### config.mk
export PLATFORM = sky130hd
export DESIGN_NAME = smart_led_pwm_array
export DESIGN_NICKNAME = d
export VERILOG_FILES = /design/src/rtl/smart_led_pkg.sv /design/src/rtl/smart_led_pwm_channel.sv /design/src/rtl/smart_led_pwm_array.sv
export SDC_FILE = /design/constraint.sdc
export NUM_CORES = 1
export LEC_CHECK = 0
export CORE_UTILIZATION = 30
export CTS_CLUSTER_DIAMETER = 50
export DETAILED_ROUTE_END_ITERATION = 8
export HOLD_SLACK_MARGIN = 0.05
export PLACE_DENSITY = 0.47
export SLEW_MARGIN = 20
export SYNTH_ARGS = -nofsm -noshare
export SYNTH_HDL_FRONTEND = slang
export SYNTH_SLANG_ARGS = --single-unit
### constraint.sdc
create_clock -name clk -period 11 [get_ports clk]
set_input_delay 1.1 -clock clk [delete_from_list [all_inputs] [get_ports clk]]
set_output_delay 1.1 -clock clk [all_outputs]
set_load 0.1 [all_outputs]
### src/rtl/smart_led_pkg.sv
// Shared definitions for the smart LED PWM array: default sizes, the PWM
// period function and the channel slice helper.
package smart_led_pkg;

  localparam int DEFAULT_CHANNELS = 3;
  localparam int DEFAULT_WIDTH    = 10;

  // A WIDTH-bit duty spans 0..2^WIDTH-1, so the period is one tick shorter
  // than the counter range; an all-ones duty is then "always on".
  function automatic int pwm_period(input int width);
    return (1 << width) - 1;
  endfunction

  function automatic int chan_lsb(input int idx, input int width);
    return idx * width;
  endfunction

endpackage

### src/rtl/smart_led_pwm_channel.sv
// One PWM channel: shadow/active duty pair, fade stepping and output compare.
module smart_led_pwm_channel #(
  parameter int WIDTH = 10
) (
  input  logic             clk,
  input  logic             rst_n,
  input  logic             load,
  input  logic [WIDTH-1:0] data,
  input  logic             wrap,
  input  logic             fade_en,
  input  logic [WIDTH-1:0] cnt_next,
  output logic             out,
  output logic             diff_next
);

  logic [WIDTH-1:0] shadow, shadow_next;
  logic [WIDTH-1:0] active, active_next;

  always_comb begin
    // NOTE: every always_comb output gets a default first so no path leaves it unassigned (no latch).
    shadow_next = load ? data : shadow;
    active_next = active;
    // Commit reads the registered shadow, so a load on the wrap cycle waits a period.
    if (wrap) begin
      if (!fade_en)             active_next = shadow;
      else if (active < shadow) active_next = active + WIDTH'(1);
      else if (active > shadow) active_next = active - WIDTH'(1);
    end
    diff_next = (active_next != shadow_next);
  end

  // NOTE: sequential state uses non-blocking assignments so all registers update from pre-edge values.
  always_ff @(posedge clk or negedge rst_n) begin
    if (!rst_n) begin
      shadow <= '0;
      active <= '0;
      out    <= 1'b0;
    end else begin
      shadow <= shadow_next;
      active <= active_next;
      out    <= (cnt_next < active_next);
    end
  end

endmodule

### src/rtl/smart_led_pwm_array.sv
// N-channel PWM generator: prescaler, phase counter, period boundary pulse
// and busy reduction, with one smart_led_pwm_channel per output.
module smart_led_pwm_array
  import smart_led_pkg::*;
#(
  parameter int CHANNELS = DEFAULT_CHANNELS,
  parameter int WIDTH    = DEFAULT_WIDTH,
  parameter int PRESCALE = 1
) (
  input  logic                      clk,
  input  logic                      rst_n,
  input  logic                      load,
  input  logic [CHANNELS*WIDTH-1:0] data,
  input  logic                      fade_en,
  output logic [CHANNELS-1:0]       out,
  output logic                      period_start,
  output logic                      busy
);

  localparam int               PERIOD   = pwm_period(WIDTH);
  localparam int               PS_W     = $clog2(PRESCALE + 1);
  localparam logic [PS_W-1:0]  PS_LAST  = PS_W'(PRESCALE - 1);
  localparam logic [WIDTH-1:0] CNT_LAST = WIDTH'(PERIOD - 1);

  logic [PS_W-1:0]     psc, psc_next;
  logic [WIDTH-1:0]    cnt, cnt_next;
  logic                tick, wrap;
  logic [CHANNELS-1:0] diff_next;

  always_comb begin
    tick     = (psc == PS_LAST);
    wrap     = tick && (cnt == CNT_LAST);
    psc_next = tick ? '0 : psc + PS_W'(1);
    cnt_next = cnt;
    if (wrap)      cnt_next = '0;
    else if (tick) cnt_next = cnt + WIDTH'(1);
  end

  always_ff @(posedge clk or negedge rst_n) begin
    if (!rst_n) begin
      psc          <= '0;
      cnt          <= '0;
      period_start <= 1'b0;
      busy         <= 1'b0;
    end else begin
      psc          <= psc_next;
      cnt          <= cnt_next;
      period_start <= wrap;
      busy         <= |diff_next;
    end
  end

  for (genvar i = 0; i < CHANNELS; i++) begin : g_chan
    smart_led_pwm_channel #(
      .WIDTH(WIDTH)
    ) u_chan (
      .clk       (clk),
      .rst_n     (rst_n),
      .load      (load),
      .data      (data[chan_lsb(i, WIDTH) +: WIDTH]),
      .wrap      (wrap),
      .fade_en   (fade_en),
      .cnt_next  (cnt_next),
      .out       (out[i]),
      .diff_next (diff_next[i])
    );
  end

endmodule

==> results of run 1 <==
[flip-flops by register name (all words and copies together), names as in the netlist]
| register | flops |
|---|---|
| busy | 1 |
| cnt | 10 |
| g_chan.u_chan.active | 30 |
| g_chan.u_chan.out | 3 |
| g_chan.u_chan.shadow | 30 |
| period_start | 1 |
[metal layers]
metal	wire (um)	vias to the layer above	track usage [%]
met5	0	-	0
met4	618	0	7.24
met3	1390	33	2.82
met2	12000	235	34.9
met1	12300	3417	30.9
li1	-	3344	-
[final timing paths]
check / end / slack, ns / depth (start not counted)
setup / recovery: g_chan[0].u_chan.out$_DFF_PN0_ / 6.56 / 20
hold / removal: g_chan[0].u_chan.shadow[0]$_DFF_PN0_ / 0.59 / 1
setup reg to reg: g_chan[0].u_chan.out$_DFF_PN0_ / 6.56 / 20
hold reg to reg: g_chan[0].u_chan.shadow[0]$_DFF_PN0_ / 0.59 / 1
max in group asynchronous: g_chan[1].u_chan.active[2]$_DFF_PN0_ / 9.67 / 1
min in group asynchronous: g_chan[0].u_chan.shadow[2]$_DFF_PN0_ / 0.80 / 1
[report_power, final]
part	internal, uW	total, uW	switching [uW]
Clock	211	343	132
Combinational	49.2	135	85.6
Sequential	286	296	9.78
[critical path: cells and delay by family (launching register included)]
kind                     cells  cell delay, ns
adder cells (fa/ha/maj)      2            0.59
buffers and inverters        2            0.43
flip-flops                   1            0.62
AND/OR/NAND/NOR              7            0.77
AO/OA/AOI/OAI                7            1.27
multiplexers                 2            0.66
[placed cells by master (no fill, tap or decap), types with 5 or more instances in the layout]
cell             count
o31a_1               5
o21a_1               5
o211ai_1             8
nor2b_1              6
and4_1               9
nand3_1             37
dfrtp_1             75
o32ai_1              5
or3_1               13
a211oi_1            15
clkbuf_16            9
nor2_1              56
a21oi_1             31
and3_1              10
clkdlybuf4s50_1     35
xnor2_1             20
o221ai_1             6
nand2b_1            16
nor3_1              23
mux2_2               5
o31ai_1             10
nand2_1             62
mux2i_1             40
a21o_1               7
inv_1               90
ha_1                65
buf_4               13
or4_1                9
a22oi_1              5
xor2_1              12
nor4_1              13
o21ai_0             47
nand4b_1             6
nand4_1             24
a31oi_1             12
o22ai_1             16
[stage by stage]
| stage | hold slack [ns] | util (%) | total power [uW] |
|---|---|---|---|
| 6_report | 0.594 | 34.9 | 774 |
| 5_1_grt | 0.601 | 34.9 | 808 |
| 4_1_cts | 0.594 | 34.9 | 783 |
| 3_5_place_dp | 0.578 | 33.5 | 435 |
| 3_3_place_gp | 0.578 | 33.5 | 436 |
| 2_1_floorplan | 0.513 | - | 377 |
[cell families (layout without fill, tap and decap cells)]
| kind of cell | Yosys count | in the layout |
|---|---|---|
| simple gates | 305 | 305 |
| compound gates | 225 | 225 |
| buf+inv | 144 | 160 |
| flops | 75 | 75 |
| fa+ha+maj | 65 | 65 |
| mux | 47 | 47 |
| xor+xnor | 32 | 32 |
[layout make-up]
type / instances / share of cell area [%]
clock buffer: 12 / 3.13
timing repair buffer: 51 / 5.73
inverter: 93 / 4.26
clock inverter: 4 / 0.886
multi-input combinational: 674 / 58.2
tap: 319 / 4.87
sequential: 75 / 22.9
==> impl_metrics.env, run 1 <==
export IMPL_outcome="complete, no violations"
export IMPL_dp_cells=1212
export IMPL_power_density_mw_per_mm2=94.4
export IMPL_core_area_sq_mm=0.0235
export IMPL_cts_root_buf="clkbuf_16"
export IMPL_firstDrtPassIters=6
export IMPL_path_cells="ha_1 -> nand4_1 -> a211oi_1 -> a2111oi_4 -> buf_4 -> mux2i_1 -> mux2i_1 -> nor2_1 -> or2_1 -> inv_1 -> ha_1 -> a21oi_1 -> nor2b_1 -> o21ai_0 -> nand2b_1 -> a21oi_1 -> nor2b_1 -> o21ai_0 -> nand2b_1 -> a211oi_1"
export IMPL_die_area_sq_mm=0.0246
export IMPL_cp_slowest_cell="dfrtp_1"
export IMPL_synth_xor_xnor_area_share_pct=3.90
export IMPL_antenna_found_initial=0
export IMPL_dp_hpwl_mm=19.2
export IMPL_critical_path_class="reg2reg"
export IMPL_grt_start_max_net_pins=76
export IMPL_pre_cts_ws_ns=6.53
export IMPL_yosys_top_cells_area="dfrtp_1, ha_1, mux2i_1"
export IMPL_fin_area_sq_mm=0.00819
export IMPL_drc=0
export IMPL_critPathMaxFanout=28
export IMPL_end_kind="register"
export IMPL_cap_viol_max_count=0
export IMPL_yosysSeqAreaShare_pct=26.1
export IMPL_cts_hold_buf=0
export IMPL_synth_ff_type="dfrtp_1"
export IMPL_fin_cells=1228
export IMPL_synth_compound_area_share_pct=21.6
export IMPL_syn_num_nets=992
export IMPL_p_leak_uw=0.00347
export IMPL_slew_headroom_pct=24.3
export IMPL_nets=1003
export IMPL_insertion_delay_ns=0.36
export IMPL_critPathRequiredTime_ns=11.27
export IMPL_multi_input_area_sq_mm=0.00477
export IMPL_syn_area_per_cell_sq_um=8.05
export IMPL_finalWirelength_mm=26.4
export IMPL_gp_congestion=0.887
export IMPL_die_x_um=157
export IMPL_io_pins=39
export IMPL_start_util_pct=30.6
export IMPL_dpl_instance_area_sq_mm=0.00786
export IMPL_drive_gt1_share_pct=6.05
export IMPL_synthAdderAreaFrac_pct=11.3
export IMPL_portBuffers=38
export IMPL_cts_setup_buffers=0
export IMPL_cts_max_level=3
export IMPL_drtIter0Drc=623
export IMPL_ir_drop_mv=0.0643
export IMPL_vias_per_cell=5.72
export IMPL_post_cts_resized=0
export IMPL_synth_edf_count=0
export IMPL_grt_remaining_overflow=0
export IMPL_placementRows=56
export IMPL_die_y_um=157
export IMPL_yosys_area_top_type_share_pct=26.1
export IMPL_num_antenna_cells=0
export IMPL_cts_sinks=75
export IMPL_ant_nets=0
export IMPL_numCtsBuffers=9
export IMPL_max_clock_path_buffers=2
export IMPL_cts_tree="done"
export IMPL_grt_pass1_wl_mm=40.1
export IMPL_syn_area_sq_mm=0.00719
export IMPL_post_drt_wl_per_cell_um=21.5
export IMPL_hp_class="reg2reg"
export IMPL_fmax_mhz=225
export IMPL_tightest_slew_ns=1.12
export IMPL_synth_top_area_cell="dfrtp_1"
export IMPL_fin_setup_tns_ns=0
export IMPL_hold_viol=0
export IMPL_via_count=7029
export IMPL_rsz0062_at_grt="no"
export IMPL_synth_most_common_cell="inv_1"
export IMPL_cp_startpoint="g_chan[0].u_chan.active[7]$_DFF_PN0_"
export IMPL_area_growth_pct=14.0
export IMPL_min_period_over_period_pct=40.4
export IMPL_clkTransAtPathRegs_ns=0.07
export IMPL_period_needed_ns=4.44
export IMPL_ys_warnings_count=0
export IMPL_cp_start_kind="register"
export IMPL_hold_start="g_chan[0].u_chan.shadow[0]$_DFF_PN0_"
export IMPL_synthMuxAreaShare_pct=6.70
export IMPL_skew_ns=0.0110
export IMPL_synth_ff_latch_count=75
export IMPL_seqCellArea_sq_mm=0.00188
export IMPL_setup_viol=0
export IMPL_r2r_start="g_chan[0].u_chan.active[7]$_DFF_PN0_"
export IMPL_grt_pass1_vias=6509
export IMPL_slew_violations=0
export IMPL_worstPathArrival_ns=4.71
export IMPL_track_usage_pct=22.1
export IMPL_postSynthCellCount=893
export IMPL_synth_common_cells="inv_1, dfrtp_1, ha_1, nand2_1, nor2_1"
export IMPL_critPathMaxStageDelay_ns=0.62
export IMPL_synth_cell_types=80
export IMPL_synthArstFlopShare_pct=100
export IMPL_layout_setup_ws_ns=6.56
export IMPL_synth_simple_gate_area_share_pct=22.5
export IMPL_fill_cells=2486
export IMPL_synth_top_family_by_area="simple AND/OR/NAND/NOR gates"
Power figures use the tool's default switching activity.
==> run 2, diff against run 1 <==
clock period = 4.4 ns   (was 11 ns; I/O delays follow)
==> run 2 against run 1 <==
Net effect:
- register-to-register slack worse by 6.2 ns
- worst setup slack worse by 6.2 ns
- global-route usage is 0.46 points higher
- die area stayed put
- clock power is 130% higher
- sequential power is 150% higher
- cell count is 2.4% higher
- via count is 0.33% lower
- core utilization is 1.1 points higher
- largest cell class unchanged
- largest power group unchanged
==> impl_metrics.env, run 2 (synthesized netlist as in run 1, its figures left out) <==
export IMPL_cts_root_buf="clkbuf_16"
export IMPL_grt_pass1_vias=6791
export IMPL_gp_congestion=0.898
export IMPL_final_cell_mix="inv_1, dfrtp_1, ha_1"
export IMPL_critPathMaxStageDelay_ns=0.48
export IMPL_critPathMaxFanout=27
export IMPL_hp_class="in2async"
export IMPL_die_x_um=157
export IMPL_die_area_sq_mm=0.0246
export IMPL_dp_hpwl_mm=19.9
export IMPL_slew_headroom_pct=28.0
export IMPL_via_count=7006
export IMPL_top_regs="g_chan.u_chan.active x30, g_chan.u_chan.shadow x30, cnt x10"
export IMPL_cap_viol_max_count=0
export IMPL_die_y_um=157
export IMPL_antenna_found_initial=0
export IMPL_fmax_mhz=247
export IMPL_final_common_cell="inv_1"
export IMPL_ant_nets=0
export IMPL_critical_path_class="reg2reg"
export IMPL_path_cells="ha_1 -> nand4_1 -> a211oi_2 -> a2111oi_4 -> buf_4 -> nor2_1 -> o31ai_1 -> nand2_1 -> ha_1 -> nor2b_1 -> o21ai_0 -> nand2b_1 -> a21oi_1 -> nor2b_1 -> o21ai_0 -> nand2b_1 -> a211oi_2"
export IMPL_num_antenna_cells=0
export IMPL_vias_per_cell=5.57
export IMPL_drc=0
export IMPL_start_util_pct=30.6
export IMPL_grt_pass1_wl_mm=41.1
export IMPL_grt_remaining_overflow=0
export IMPL_layout_setup_ws_ns=0.355
export IMPL_fill_cells=2497
export IMPL_numCtsBuffers=9
export IMPL_slew_violations=0
export IMPL_insertion_delay_ns=0.35
export IMPL_drive_gt1_share_pct=9.90
export IMPL_critPathRequiredTime_ns=4.66
export IMPL_cts_max_level=3
export IMPL_fin_area_sq_mm=0.00845
export IMPL_placementRows=56
export IMPL_cts_sinks=75
export IMPL_worstPathArrival_ns=4.30
export IMPL_core_area_sq_mm=0.0235
export IMPL_cts_tree="done"
export IMPL_track_usage_pct=22.6
export IMPL_hold_viol=0
export IMPL_path_buf_inv=1
export IMPL_tightest_slew_ns=1.07
export IMPL_max_clock_path_buffers=2
export IMPL_power_density_mw_per_mm2=221
export IMPL_pre_cts_ws_ns=0.0934
export IMPL_min_period_over_period_pct=91.9
export IMPL_outcome="complete, no violations"
export IMPL_end_kind="register"
export IMPL_io_pins=39
export IMPL_portBuffers=38
export IMPL_ir_drop_mv=0.129
export IMPL_dpl_instance_area_sq_mm=0.00811
export IMPL_nets=1034
export IMPL_drtIter0Drc=555
export IMPL_p_leak_uw=0.00360
export IMPL_rsz0062_at_grt="no"
export IMPL_cts_hold_buf=0
export IMPL_firstDrtPassIters=8
export IMPL_finalWirelength_mm=26.5
export IMPL_setup_viol=0
export IMPL_cp_start_kind="register"
export IMPL_fin_setup_tns_ns=0
export IMPL_clkTransAtPathRegs_ns=0.07
export IMPL_crit_family="compound AO/OA/AOI/OAI gates"
export IMPL_area_growth_pct=17.5
export IMPL_skew_ns=0.0110
export IMPL_cp_slowest_cell="dfrtp_2"
export IMPL_grt_start_max_net_pins=41
export IMPL_period_needed_ns=4.05
export IMPL_post_drt_wl_per_cell_um=21.1
export IMPL_post_route_util_pct=36.0
==> run 2: changes by cell type in the layout (fill, tap and decap cells not counted), moves of 2 or more <==
cell / change
buf_4: +29
dfrtp_1: -5
dfrtp_2: +5
buf_12: +3
a211oi_1: -2
a211oi_2: +2
==> run 2: stage by stage <==
stage	total power [uW]	hold WS [ns]	instances
after floorplan	943	0.144	893
after global placement	1100	0.467	1240
after detailed placement	1100	0.470	1240
after CTS	1890	0.0827	1255
after global routing	1950	0.0990	1258
final	1870	0.0670	1258
==> run 2: worst reg2reg max path: stages, from the launching register on <==
cell and delay [ns]:
dfrtp_2 0.48, ha_1 0.35, nand4_1 0.22, a211oi_2 0.10, a2111oi_4 0.41, buf_4 0.36, nor2_1 0.09, o31ai_1 0.35
nand2_1 0.24, ha_1 0.34, nor2b_1 0.12, o21ai_0 0.15, nand2b_1 0.07, a21oi_1 0.16, nor2b_1 0.06, o21ai_0 0.14
nand2b_1 0.08, a211oi_2 0.22
==> run 2: final timing paths <==
path                                                      start                                   end  slack [ns]  cells after the start
setup / recovery           g_chan[0].u_chan.active[9]$_DFF_PN0_        g_chan[0].u_chan.out$_DFF_PN0_        0.35                     17
hold / removal                                            rst_n  g_chan[0].u_chan.shadow[5]$_DFF_PN0_        0.07                      1
setup reg to reg           g_chan[0].u_chan.active[9]$_DFF_PN0_        g_chan[0].u_chan.out$_DFF_PN0_        0.35                     17
hold reg to reg            g_chan[0].u_chan.shadow[0]$_DFF_PN0_  g_chan[0].u_chan.shadow[0]$_DFF_PN0_        0.58                      1
max in group asynchronous                                 rst_n  g_chan[0].u_chan.shadow[8]$_DFF_PN0_        3.36                      2
min in group clk           g_chan[0].u_chan.shadow[0]$_DFF_PN0_  g_chan[0].u_chan.shadow[0]$_DFF_PN0_        0.58                      1
==> run 2: cell type report <==
| class | count | area (sq um) | share of cell area [%] |
|---|---|---|---|
| clock buffers | 11 | 243 | 2.87 |
| clock inverters | 4 | 51.3 | 0.607 |
| inverters | 93 | 349 | 4.13 |
| multi-input cells | 674 | 4780 | 56.7 |
| flip-flops and latches | 75 | 1880 | 22.3 |
| well taps | 319 | 399 | 4.73 |
| repair buffers | 82 | 736 | 8.71 |
==> run 2: metal layers <==
layer	global-route usage (%)	vias up	wire length, um
li1	-	3392	-
met1	31.2	3327	12300
met2	34.7	242	11800
met3	3.46	45	1560
met4	9.29	0	877
met5	0	-	0
==> run 2: power by group <==
part           internal [uW]  total (uW)  switching [uW]
clock                    453         782             329
combinational            133         349             216
sequential               716         738            21.9
==> run 2: repair_timing <==
item	CTS	global route
setup buffers	0	3
gates resized for setup	0	8
endpoints found under the setup margin	0	2
